File: src/rtl/pwr_seq_ctrl.sv
// Power-rail sequencer: ascending enable, descending disable, PG timeout fault.
// Optional PG-loss monitor in RST_HOLD/ON is enabled by defining PWR_SEQ_PG_MON_EN.
module pwr_seq_ctrl #(
  parameter int NUM_RAILS     = 4,
  parameter int PG_TIMEOUT_MS = 50,
  parameter int SETTLE_MS     = 10,
  parameter int RST_HOLD_MS   = 100,
  parameter int OFF_DLY_MS    = 5
) (
  input  logic                 clock,
  input  logic                 reset,
  input  logic                 int_1ms_en,
  input  logic                 pwr_on_req,
  input  logic                 pwr_off_req,
  input  logic [NUM_RAILS-1:0] pg,
  output logic [NUM_RAILS-1:0] rail_en,
  output logic                 sys_rst_n,
  output logic                 busy,
  output logic                 fault,
  output logic [2:0]           fault_rail,
  output logic [2:0]           seq_state
);

  typedef enum logic [2:0] {
    S_OFF       = 3'd0,
    S_UP_WAIT   = 3'd1,
    S_UP_SETTLE = 3'd2,
    S_RST_HOLD  = 3'd3,
    S_ON        = 3'd4,
    S_DOWN      = 3'd5,
    S_FAULT     = 3'd6
  } state_t;

  localparam logic [2:0] LAST_IDX    = 3'(NUM_RAILS - 1);
  localparam logic [9:0] PG_LAST     = 10'(PG_TIMEOUT_MS - 1);
  localparam logic [9:0] SETTLE_LAST = 10'(SETTLE_MS - 1);
  localparam logic [9:0] HOLD_LAST   = 10'(RST_HOLD_MS - 1);
  localparam logic [9:0] OFF_LAST    = 10'(OFF_DLY_MS - 1);

  state_t                 state, state_nxt;
  logic [2:0]             idx, idx_nxt;
  logic [2:0]             fault_rail_nxt, fault_idx;
  logic [9:0]             ms_cnt;
  logic [NUM_RAILS-1:0]   rail_en_nxt;
  logic                   rst_n_nxt;
  logic                   set_bit, clr_bit, fault_go;
  logic                   pg_sel;

  wire pg_expire     = int_1ms_en && (ms_cnt == PG_LAST);
  wire settle_expire = int_1ms_en && (ms_cnt == SETTLE_LAST);
  wire hold_expire   = int_1ms_en && (ms_cnt == HOLD_LAST);
  wire off_expire    = int_1ms_en && (ms_cnt == OFF_LAST);

  always_comb begin
    pg_sel = 1'b0;
    for (int i = 0; i < NUM_RAILS; i++)
      if (idx == 3'(i)) pg_sel = pg[i];
  end

`ifdef PWR_SEQ_PG_MON_EN
  logic       pg_bad;
  logic [2:0] pg_bad_idx;

  // Scan downward so the lowest failing enabled rail wins.
  always_comb begin
    pg_bad     = 1'b0;
    pg_bad_idx = 3'd0;
    for (int i = NUM_RAILS - 1; i >= 0; i--)
      if (rail_en[i] && !pg[i]) begin
        pg_bad     = 1'b1;
        pg_bad_idx = 3'(i);
      end
  end
`endif

  always_comb begin
    state_nxt      = state;
    idx_nxt        = idx;
    rail_en_nxt    = rail_en;
    rst_n_nxt      = sys_rst_n;
    fault_rail_nxt = fault_rail;
    set_bit        = 1'b0;
    clr_bit        = 1'b0;
    fault_go       = 1'b0;
    fault_idx      = idx;

    case (state)
      S_OFF: begin
        if (pwr_on_req && !pwr_off_req) begin
          state_nxt = S_UP_WAIT;
          idx_nxt   = 3'd0;
          set_bit   = 1'b1;
        end
      end
      S_UP_WAIT: begin
        if (pwr_off_req) begin
          state_nxt = S_DOWN;
          clr_bit   = 1'b1;
        end else if (pg_sel) begin
          state_nxt = S_UP_SETTLE;
        end else if (pg_expire) begin
          fault_go = 1'b1;
        end
      end
      S_UP_SETTLE: begin
        if (pwr_off_req) begin
          state_nxt = S_DOWN;
          clr_bit   = 1'b1;
        end else if (settle_expire) begin
          if (idx < LAST_IDX) begin
            idx_nxt   = idx + 3'd1;
            set_bit   = 1'b1;
            state_nxt = S_UP_WAIT;
          end else begin
            state_nxt = S_RST_HOLD;
          end
        end
      end
      S_RST_HOLD: begin
        if (pwr_off_req) begin
          state_nxt = S_DOWN;
          clr_bit   = 1'b1;
        end
`ifdef PWR_SEQ_PG_MON_EN
        else if (pg_bad) begin
          fault_go  = 1'b1;
          fault_idx = pg_bad_idx;
        end
`endif
        else if (hold_expire) begin
          state_nxt = S_ON;
          rst_n_nxt = 1'b1;
        end
      end
      S_ON: begin
        if (pwr_off_req) begin
          state_nxt = S_DOWN;
          clr_bit   = 1'b1;
          rst_n_nxt = 1'b0;
        end
`ifdef PWR_SEQ_PG_MON_EN
        else if (pg_bad) begin
          fault_go  = 1'b1;
          fault_idx = pg_bad_idx;
        end
`endif
      end
      S_DOWN: begin
        if (off_expire) begin
          if (idx != 3'd0) begin
            idx_nxt = idx - 3'd1;
            clr_bit = 1'b1;
          end else begin
            state_nxt = S_OFF;
          end
        end
      end
      S_FAULT: begin
        if (pwr_off_req) state_nxt = S_OFF;
      end
      default: state_nxt = S_OFF;
    endcase

    if (fault_go) begin
      state_nxt      = S_FAULT;
      fault_rail_nxt = fault_idx;
      rail_en_nxt    = '0;
      rst_n_nxt      = 1'b0;
    end

    // Enables are set/cleared at the index the sequencer moves to on this edge.
    for (int i = 0; i < NUM_RAILS; i++)
      if (idx_nxt == 3'(i)) begin
        if (set_bit) rail_en_nxt[i] = 1'b1;
        if (clr_bit) rail_en_nxt[i] = 1'b0;
      end
  end

  always_ff @(posedge clock) begin
    if (reset) begin
      state      <= S_OFF;
      idx        <= 3'd0;
      ms_cnt     <= 10'd0;
      rail_en    <= '0;
      sys_rst_n  <= 1'b0;
      fault_rail <= 3'd0;
    end else begin
      state      <= state_nxt;
      idx        <= idx_nxt;
      rail_en    <= rail_en_nxt;
      sys_rst_n  <= rst_n_nxt;
      fault_rail <= fault_rail_nxt;
      if ((state_nxt != state) || (idx_nxt != idx))
        ms_cnt <= 10'd0;
      else if (int_1ms_en)
        ms_cnt <= ms_cnt + 10'd1;
    end
  end

  assign seq_state = state;
  assign fault     = (state == S_FAULT);
  assign busy      = (state != S_OFF) && (state != S_ON) && (state != S_FAULT);

endmodule

File: config.mk
export PLATFORM = sky130hd
export DESIGN_NAME = pwr_seq_ctrl
export DESIGN_NICKNAME = d
export VERILOG_FILES = /design/src/rtl/pwr_seq_ctrl.sv
export SDC_FILE = /design/constraint.sdc
export NUM_CORES = 1
export LEC_CHECK = 0
export CORE_MARGIN = 4
export CORE_UTILIZATION = 45
export DETAILED_ROUTE_END_ITERATION = 16
export PLACE_DENSITY = 0.64
export SYNTH_ARGS = -nofsm -noshare
export SYNTH_HDL_FRONTEND = slang
export SYNTH_SLANG_ARGS = --single-unit
File: constraint.sdc
create_clock -name clock -period 2.6 [get_ports clock]
set_clock_uncertainty 0.15 [all_clocks]
set_input_delay 0.26 -clock clock [delete_from_list [all_inputs] [get_ports clock]]
set_output_delay 0.26 -clock clock [all_outputs]
set_load 0.005 [all_outputs]
==> results.md, run 1 <==
* Worst EP required at 2.63 ns
* Startpoint Class: flop
* Synth top area cells: dfxtp_1 24%, ha_1 5.6%, nor2_1 4.9%
* Mapped Area at 0.00201 mm²
* First-pass GRT wire length at just over 9 mm
* CTS tree: done
* Largest net degree at the start of global routing at 22
* R2R Path End: ms_cnt[2]
* Area Overhead vs Synth at 31.5%
* Fmax at 0.388 GHz
* Post-DRT Antenna Nets at 0
* Crit-path cells: inv_1 > ha_1 > and4b_1 > a31oi_1 > or4_4 > o211ai_4 > mux2_4 > nor4_1
* Hold Crit Depth at 2
* Synth area leader: dfxtp_1
* Hold path endpoint: rail_en[0]
* CTS buffer count at 3
* Largest delay contributor family on the critical path: simple AND/OR/NAND/NOR gates
* Hold Worst Slack at 0.302 ns
* Fraction of layout cells with a size suffix above 1 at approximately 26%
* Maximum VDD drop at 0.000245 V
* Reg2reg path depth at 8
* Worst-Margin Slew at 0.555 ns
* Commonest non-fill, non-tap cells in the layout: 30 x buf_4, 26 x nor2_1, 22 x dfxtp_1
* Setup crit end kind: flop
* Busiest grt layer: met2
* Comb pwr share at 31.5%
* # setup viols final at 0
* Io pins at 22
* Net count, final at 313
* DP HPWL at 4.11 mm
* ANT cells at 0
* DR vias at 2108
* Max-Cap Viols at 0
* Net Sw Frac at 31.1%
* DR vias/cell at approximately 6
* Hold crit path type: reg -> reg
* Max_slew headroom at 63.0%
* GP Congestion at a little under 0.9
* Register bit count reported by yosys at 24
* GRT overflow at 0
* Seq/Total Area, Yosys at approximately a quarter
* Ys Warns at 0
* WP data arrival at 2.61 ns
* Crit Path Category: reg -> reg
* Placeable Area at 0.00435 mm²
* Power Density at 406 mW/mm²
* H-tree depth at 1
* Syn avg cell area at 8.11 µm²
* Met3 usage at 2.00%
* Post-synth EDFFs at 0
* Row cnt at 24
* Sequential share of power at between 30% and 40%
* Hold_buf cts at 0
* Netlist cell types at approximately 60
* Die X at 74.8 µm
* Final hold viol count at 0
* Final Total Pwr at 1.07 mW
* Met2 usage at between 30 and 40%
* Status: finished clean
* Final count of pins violating max slew at 0
* Vias in the first global route at 1914
* Post-synth ARST share at 0%
* Final wirelength at 5.86 mm
* Clk network pwr share at between 30% and 40%
* NetSw at 0.334 mW
* Setup slack, reg-to-reg at 0.02 ns
* Iter 0 DRT Violations at about 160
* Reg-to-Reg Start: ms_cnt[1]
* Clock Sinks at 24
* Latest clock arrival within the worst-skew pair at 0.28 ns
* CTS root buffer: clkbuf_8
* Initial antenna violation count at 0
* Port Buffers at 21
* CP max FO at 5
* Initial Util at between 40% and 50%
* DR DRC count at 0
* Hold path startpoint: rail_en[0]
* CP max-delay cell: or4_4
* Synth Net Count at roughly 270
* Die height at 74.8 µm
* Setup TNS at 0 ns
* Die area at 0.00560 mm²
* RSZ-0062 raised after global routing: true
* Final period utilization at 99.1%
* Clk slew on worst S/H paths at 0.09 ns
* Area share of the largest cell type after synthesis at 23.9%
* Internal cell power at 0.740 mW
* Wirelength per Cell at 16.9 µm
* Predominant post-synthesis flop cell: dfxtp_1
* Most common cell after layout, fill and taps aside: buf_4
* Met1 global-route usage at 30.5%
* First-pass DRT Iterations at 5
* Post-synthesis cell count at 248
* Clock Tree Buf Depth at 2
* CP peak stage delay at 0.45 ns
* P_leak at 1.03 nW
* Crit path time final at 2.58 ns
* Number of buffer and inverter stages on the critical path at 1
* GRT Total Usage at 20.8%
[metrics by stage]
step | util, % | cells | setup WS [ns] | instance area, µm²
5_1_grt | 60.7 | 346 | -0.0399 | 2650
4_1_cts | 57.6 | 343 | 0.0259 | 2510
6_report | 60.7 | 346 | 0.0237 | 2650
2_1_floorplan | - | 248 | 0.240 | 2010
3_3_place_gp | 55.8 | 339 | -0.128 | 2430
3_5_place_dp | 55.8 | 339 | -0.231 | 2430
[power by group through the flow]
| stage | clock, mW | combinational, mW | sequential [mW] |
|---|---|---|---|
| detailed placement | 0 | 0.284 | 0.401 |
| finish | 0.342 | 0.338 | 0.394 |
| global route | 0.360 | 0.364 | 0.395 |
| floorplan | 0 | 0.172 | 0.400 |
| CTS | 0.342 | 0.287 | 0.393 |
| global placement | 0 | 0.281 | 0.402 |
[per-layer routing]
layer / routed length (µm) / vias to the layer above / share of wire (%)
met5: 0 / - / 0
met4: 78 / 0 / 1.3
met3: 358 / 9 / 6.1
met2: 2750 / 84 / 47
met1: 2680 / 988 / 46
li1: - / 1027 / -
[area by class of cell]
type                       instances  area (µm²)
tap                               52        65.1
timing repair buffer              54         478
clock inverter                     1        30.0
fill                             381        1710
inverter                           8        30.0
clock buffer                       3        41.3
sequential                        24         483
multi-input combinational        204        1520
[worst register-to-register path, stage by stage, from the launching register on]
cell and delay (ns):
dfxtp_2 0.35, inv_1 0.09, ha_1 0.15, and4b_1 0.26
a31oi_1 0.10, or4_4 0.45, o211ai_4 0.24, mux2_4 0.39
nor4_1 0.30
[synthesized netlist by cell type (4+ instances only)]
master	count
and4b_1	4
inv_1	8
xnor2_1	7
and3_1	5
dfxtp_1	24
ha_1	9
buf_4	8
nand4_1	9
o21ai_0	14
a21oi_1	9
a31oi_1	4
nand2_1	18
nand4b_1	5
nand3_1	8
nor3_1	9
nor2_1	26
nor4_1	11
and2_1	5
a21o_1	5
[timing repair]
action | in CTS | in global routing
gates cloned | 0 | 1
endpoints found under the setup margin | 10 | 14
resized for setup | 1 | 22
setup buffers | 0 | 2
pin swaps | 0 | 4
[flip-flops by register name, summed over array words and instances (netlist names)]
register,flops
fault_idx,3
fault_rail,3
ms_cnt,10
rail_en,4
seq_state,3
sys_rst_n,1
[worst max path at each step]
| stage | from | to | slack (ns) | cells after the start |
|---|---|---|---|---|
| CTS | fault_idx[0] | ms_cnt[1] | 0.03 | 8 |
| global placement | fault_idx[0] | ms_cnt[3] | -0.13 | 8 |
| finish | ms_cnt[1] | ms_cnt[2] | 0.02 | 8 |
| global route | fault_idx[0] | ms_cnt[0] | -0.04 | 8 |
| floorplan | fault_idx[0] | ms_cnt[0] | 0.24 | 8 |
| detailed placement | fault_idx[0] | ms_cnt[1] | -0.23 | 8 |
[kinds of logic (layout without fill, tap and decap cells)]
family          after synthesis  after routing  share of synthesized area (%)
compound gates               58             58                           21.4
xor+xnor                     10             10                           4.36
fa+ha+maj                     9              9                           5.60
buf+inv                      21             66                           6.53
flops                        24             24                           23.9
mux                           2              3                           1.49
simple gates                124            124                           36.7
No activity file was read; power rests on OpenSTA's default activity.
==> inputs of run 2 (changes only) <==
ABC_CLOCK_PERIOD_IN_PS = 2600   (was not set)
RECOVER_POWER = 100   (was not set)
==> run 2 against run 1 <==
Combinational power shrank 3%. Sequential cell count is the same. Global-route usage did not move. Die area unchanged. Critical path depth did not move. Cell area decreased by 0.71%. First-iteration DRC count fell by 6.7%. Routed wire length down 0.56%. Worst setup slack worse by 0.0016 ns. Total power down 1.1%. Core utilization down 0.43 points. Non-clock buffer count unchanged.
==> results.md, run 2 (synthesized netlist as in run 1, its figures left out) <==
* Final hold viol count at 0
* ANT cells at 0
* Final core utilization at about three fifths
* Final wirelength at approximately 5.8 mm
* RSZ-0062 raised after global routing: true
* GRT overflow at 0
* Met2 usage at 32.7%
* Cell Area, Placed at 0.00243 mm²
* Clk network pwr share at 32.1%
* Largest registers: ms_cnt x10, rail_en x4
* Status: finished clean
* Max_slew headroom at 63.2%
* GP Congestion at 0.881
* Max reg flops at 10
* # setup viols final at 0
* Wirelength per Cell at 16.8 µm
* Final instance area at 0.00263 mm²
* Crit Path Category: reg -> reg
* Setup slack, reg-to-reg at 0.02 ns
* Clk slew on worst S/H paths at about 0.09 ns
* Timing endpoint of the critical path: ms_cnt[2]
* Area Overhead vs Synth at 30.6%
* WP data arrival at 2.61 ns
* R2R Path End: ms_cnt[2]
* Power Density at around 400 mW/mm²
* CTS root buffer: clkbuf_8
* DR vias at approximately 2100
* Worst EP required at between 2 and 3 ns
* Met3 usage at 2.00%
* CP max FO at 5
* DR vias/cell at 6.05
* Hold path startpoint: rail_en[0]
* Met1 global-route usage at 30.5%
* Commonest non-fill, non-tap cells in the layout: 26 x nor2_1, 25 x buf_4, 22 x dfxtp_1
* NetSw at 0.331 mW
* Startpoint Class: flop
* Final count of pins violating max slew at 0
* Placeable Area at 0.00435 mm²
* GRT Total Usage at approximately a fifth
* Max-Cap Viols at 0
* Row cnt at 24
* Setup crit end kind: flop
* Setup TNS at 0 ns
* DP HPWL at between 4 and 5 mm
* Sequential share of power at 37.1%
* Iter 0 DRT Violations at 152
* Internal cell power at 0.731 mW
* Comb pwr share at between 30 and 40%
* Final period utilization at 99.1%
* Hold_buf cts at 0
* Largest net degree at the start of global routing at 22
* Initial antenna violation count at 0
* Net Sw Frac at 31.1%
* P_leak at 1.05 nW
* Crit path time final at 2.58 ns
* Initial Util at about 46%
* Maximum VDD drop at 0.000244 V
* Busiest grt layer: met2
* Die height at 74.8 µm
* Latest clock arrival within the worst-skew pair at ~0.28 ns
* Port Buffers at 21
* DR DRC count at 0
* Clock Sinks at 24
* First-pass GRT wire length at 9.22 mm
* Fraction of layout cells with a size suffix above 1 at 24.1%
* First-pass DRT Iterations at 5
* CTS buffer count at 3
* Die area at 0.00560 mm²
* Largest Register: ms_cnt
* Most common cell after layout, fill and taps aside: nor2_1
* H-tree depth at 1
* Vias in the first global route at around 1900
* Net count, final at 313
* Post-DRT Antenna Nets at 0
* Reg-to-Reg Start: ms_cnt[1]
* Reg2reg path depth at 8
* Clock Tree Buf Depth at 2
* Io pins at 22
* Die X at roughly 75 µm
* Fmax at between 0.3 and 0.4 GHz
* Hold Worst Slack at between 0.3 and 0.4 ns
* Worst-Margin Slew at 0.551 ns
* CP startpoint: ms_cnt[1]
* CTS tree: done
* Hold crit path type: reg -> reg
run 2: changes by cell type in the layout (fill, tap and decap cells not counted), sizes merged:
cell / before / now
buf: 33 / 28
clkbuf: 3 / 8
dlygate4sd3: 0 / 10
clkdlybuf4s50: 21 / 11
run 2: timing repair:
| item | in CTS | in global routing |
|---|---|---|
| gates resized for setup | 1 | 22 |
| buffers inserted | 0 | 2 |
| pin swaps | 0 | 4 |
| endpoints found under the setup margin | 10 | 14 |
| gates cloned | 0 | 1 |
run 2: how the worst min path moves through the flow:
stage	to	slack (ns)	depth (start not counted)
2_1_floorplan	rail_en[0]	0.29	2
3_3_place_gp	rail_en[0]	0.28	2
3_5_place_dp	rail_en[0]	0.29	2
4_1_cts	rail_en[0]	0.30	2
5_1_grt	rail_en[0]	0.32	2
6_report	rail_en[0]	0.30	2
run 2: cell type report:
| cell class | instances | area (µm²) |
|---|---|---|
| fill | 388 | 1730 |
| multi-input combinational | 204 | 1510 |
| inverter | 8 | 30.0 |
| sequential | 24 | 483 |
| timing repair buffer | 54 | 468 |
| clock buffer | 3 | 41.3 |
| tap | 52 | 65.1 |
| clock inverter | 1 | 30.0 |
run 2: power groups by stage:
stage | registers, mW | clock network, mW | logic, mW
final | 0.394 | 0.341 | 0.328
after global routing | 0.395 | 0.360 | 0.354
after CTS | 0.393 | 0.342 | 0.287
after detailed placement | 0.401 | 0 | 0.284
after global placement | 0.402 | 0 | 0.281
after floorplan | 0.400 | 0 | 0.172
run 2: metal layers:
layer  vias to the layer above  wire length [µm]
met5                         -                 0
met4                         0                89
met3                         9               389
met2                        81              2690
met1                       973              2660
li1                       1029                 -
run 2: stage by stage:
| stage | setup slack (ns) | power [mW] | instances |
|---|---|---|---|
| 6_report | 0.0221 | 1.06 | 346 |
| 5_1_grt | -0.0376 | 1.11 | 346 |
| 4_1_cts | 0.0259 | 1.02 | 343 |
| 3_5_place_dp | -0.231 | 0.685 | 339 |
| 3_3_place_gp | -0.128 | 0.683 | 339 |
| 2_1_floorplan | 0.240 | 0.572 | 248 |
run 2: critical path, stage by stage (launching register included):
cell and delay [ns]:
dfxtp_2 0.35, inv_1 0.09, ha_1 0.15, and4b_1 0.26, a31oi_1 0.11, or4_4 0.45
o211ai_4 0.24, mux2_4 0.39, nor4_1 0.29
==> inputs of run 3 (changes only) <==
CORE_MARGIN = not set   (was 4)
==> run 3 against run 2 <==
Worst hold slack improved by 0.0054 ns. Cell count decreased by 0.29%. Non-clock buffer count rose by 2. Critical endpoint is now ms_cnt[4]. Fmax up 1.4%. Global-route usage rose by 4.2 points. Largest cell class unchanged. Largest power group unchanged. Sequential cell count did not move. Sequential power about the same.
==> results.md, run 3 (synthesized netlist as in run 1, its figures left out) <==
* CTS tree: done
* Initial Util at 48.5%
* Clock Sinks at 24
* DR vias at 2042
* GRT Total Usage at 25.0%
* P_leak at 1.05 nW
* Largest net degree at the start of global routing at 16
* Commonest non-fill, non-tap cells in the layout: 29 x buf_4, 25 x nor2_1, 24 x dfxtp_1
* DP HPWL at 4.00 mm
* Net count, final at 314
* H-tree depth at 1
* Port Buffers at 21
* Startpoint Class: flop
* Area Overhead vs Synth at 27.4%
* Clk slew on worst S/H paths at 0.09 ns
* Setup crit end kind: flop
* Hold crit path type: reg -> reg
* Worst EP required at 2.64 ns
* Wirelength per Cell at 15.7 µm
* Most common cell after layout, fill and taps aside: buf_4
* Max reg flops at 10
* Fraction of layout cells with a size suffix above 1 at 22.4%
* CTS buffer count at 3
* Largest Register: ms_cnt
* Initial antenna violation count at 0
* Die area at 0.00474 mm²
* Max-Cap Viols at 0
* Vias in the first global route at 1794
* Die height at 68.8 µm
* GRT overflow at 0
* Maximum VDD drop at 0.000189 V
* Power Density at 376 mW/mm²
* First-pass DRT Iterations at 4
* ANT cells at 0
* Post-DRT Antenna Nets at 0
* Hold_buf cts at 0
* Setup bufs post-CTS at 0
* Row cnt at 23
* Iter 0 DRT Violations at 130
* Final count of pins violating max slew at 0
* WP data arrival at 2.58 ns
* Largest registers: ms_cnt x10, rail_en x4
* GP Congestion at 0.902
* Io pins at 22
* CP max FO at 10
* Final period utilization at approximately 98%
* Status: finished clean
* Fillers at 389
* Final wirelength at about 5.4 mm
* Die X at 68.8 µm
* Placeable Area at about 0.0041 mm²
* Max_slew headroom at 73.7%
* Hold Worst Slack at 0.307 ns
* Final Total Pwr at 0.964 mW
* DR DRC count at 0
* Crit-path cells: inv_1 > ha_1 > and4b_2 > a31oi_1 > or4_1 > o211ai_2 > mux2_4 > nor4_2
* Clock Tree Buf Depth at 2
* Crit Path Category: reg -> reg
* DR vias/cell at 5.92
* Worst-Margin Slew at around 0.39 ns
* CP peak stage delay at 0.42 ns
* Largest delay contributor family on the critical path: simple AND/OR/NAND/NOR gates
* Fmax at 0.393 GHz
* CTS root buffer: clkbuf_8
* Number of buffer and inverter stages on the critical path at 1
* Final hold viol count at 0
* Crit path time final at about 2.5 ns
* CP max-delay cell: or4_1
* RSZ-0062 raised after global routing: true
* First-pass GRT wire length at 8.78 mm
* Latest clock arrival within the worst-skew pair at approximately 0.28 ns
* # setup viols final at 0
[run 3: report_power, final]
| group | internal, mW | leakage, nW | total [mW] | switching, mW |
|---|---|---|---|---|
| Combinational | 0.143 | 0.831 | 0.302 | 0.159 |
| Sequential | 0.379 | 0.194 | 0.392 | 0.0133 |
| Clock | 0.136 | 0.0288 | 0.270 | 0.134 |
[run 3: through the flow]
stage	utilization [%]	setup slack [ns]	instance area, µm²	TNS, ns	cells
floorplan	-	0.240	2010	0	248
global placement	59.9	-0.207	2480	-2.27	341
detailed placement	59.9	-0.253	2480	-2.69	341
CTS	61.5	0.0733	2550	0	345
global route	61.8	-0.0392	2560	-0.184	345
finish	61.8	0.0576	2560	0	345
[run 3: final timing paths]
kind                            cells past startpoint        from          to  slack, ns
worst max-delay path                                8   ms_cnt[1]   ms_cnt[4]       0.06
worst min-delay path                                2  rail_en[0]  rail_en[0]       0.31
worst max register to register                      8   ms_cnt[1]   ms_cnt[4]       0.06
worst min register to register                      2  rail_en[0]  rail_en[0]       0.31
[run 3: cell type report]
type / count / area (µm²) / share of cell area (%)
well taps: 50 / 62.6 / 2.44
flip-flops and latches: 24 / 480 / 18.7
inverters: 8 / 30.0 / 1.17
multi-input cells: 203 / 1440 / 56.0
clock buffers: 4 / 55.1 / 2.15
repair buffers: 56 / 499 / 19.5
[run 3: what timing repair did]
item / CTS / global route
gates resized for setup: 2 / 8
endpoints found under the hold margin: 0 / 0
pin swaps: 0 / 2
setup endpoints to repair: 10 / 14
[run 3: worst register-to-register path, cell delays in order (launching register included)]
cell and delay, ns:
dfxtp_1 0.35, inv_1 0.10, ha_1 0.16, and4b_2 0.29, a31oi_1 0.09, or4_1 0.42
o211ai_2 0.22, mux2_4 0.40, nor4_2 0.28
[run 3: layer usage]
| metal | vias up | routed length (µm) | part of all wire, % | track usage [%] |
|---|---|---|---|---|
| met4 | 0 | 59 | 1.1 | 7.40 |
| met5 | - | 0 | 0 | 0 |
| li1 | 1036 | - | - | - |
| met1 | 948 | 2650 | 49 | 35.0 |
| met3 | 7 | 247 | 4.6 | 4.93 |
| met2 | 51 | 2450 | 45 | 38.3 |
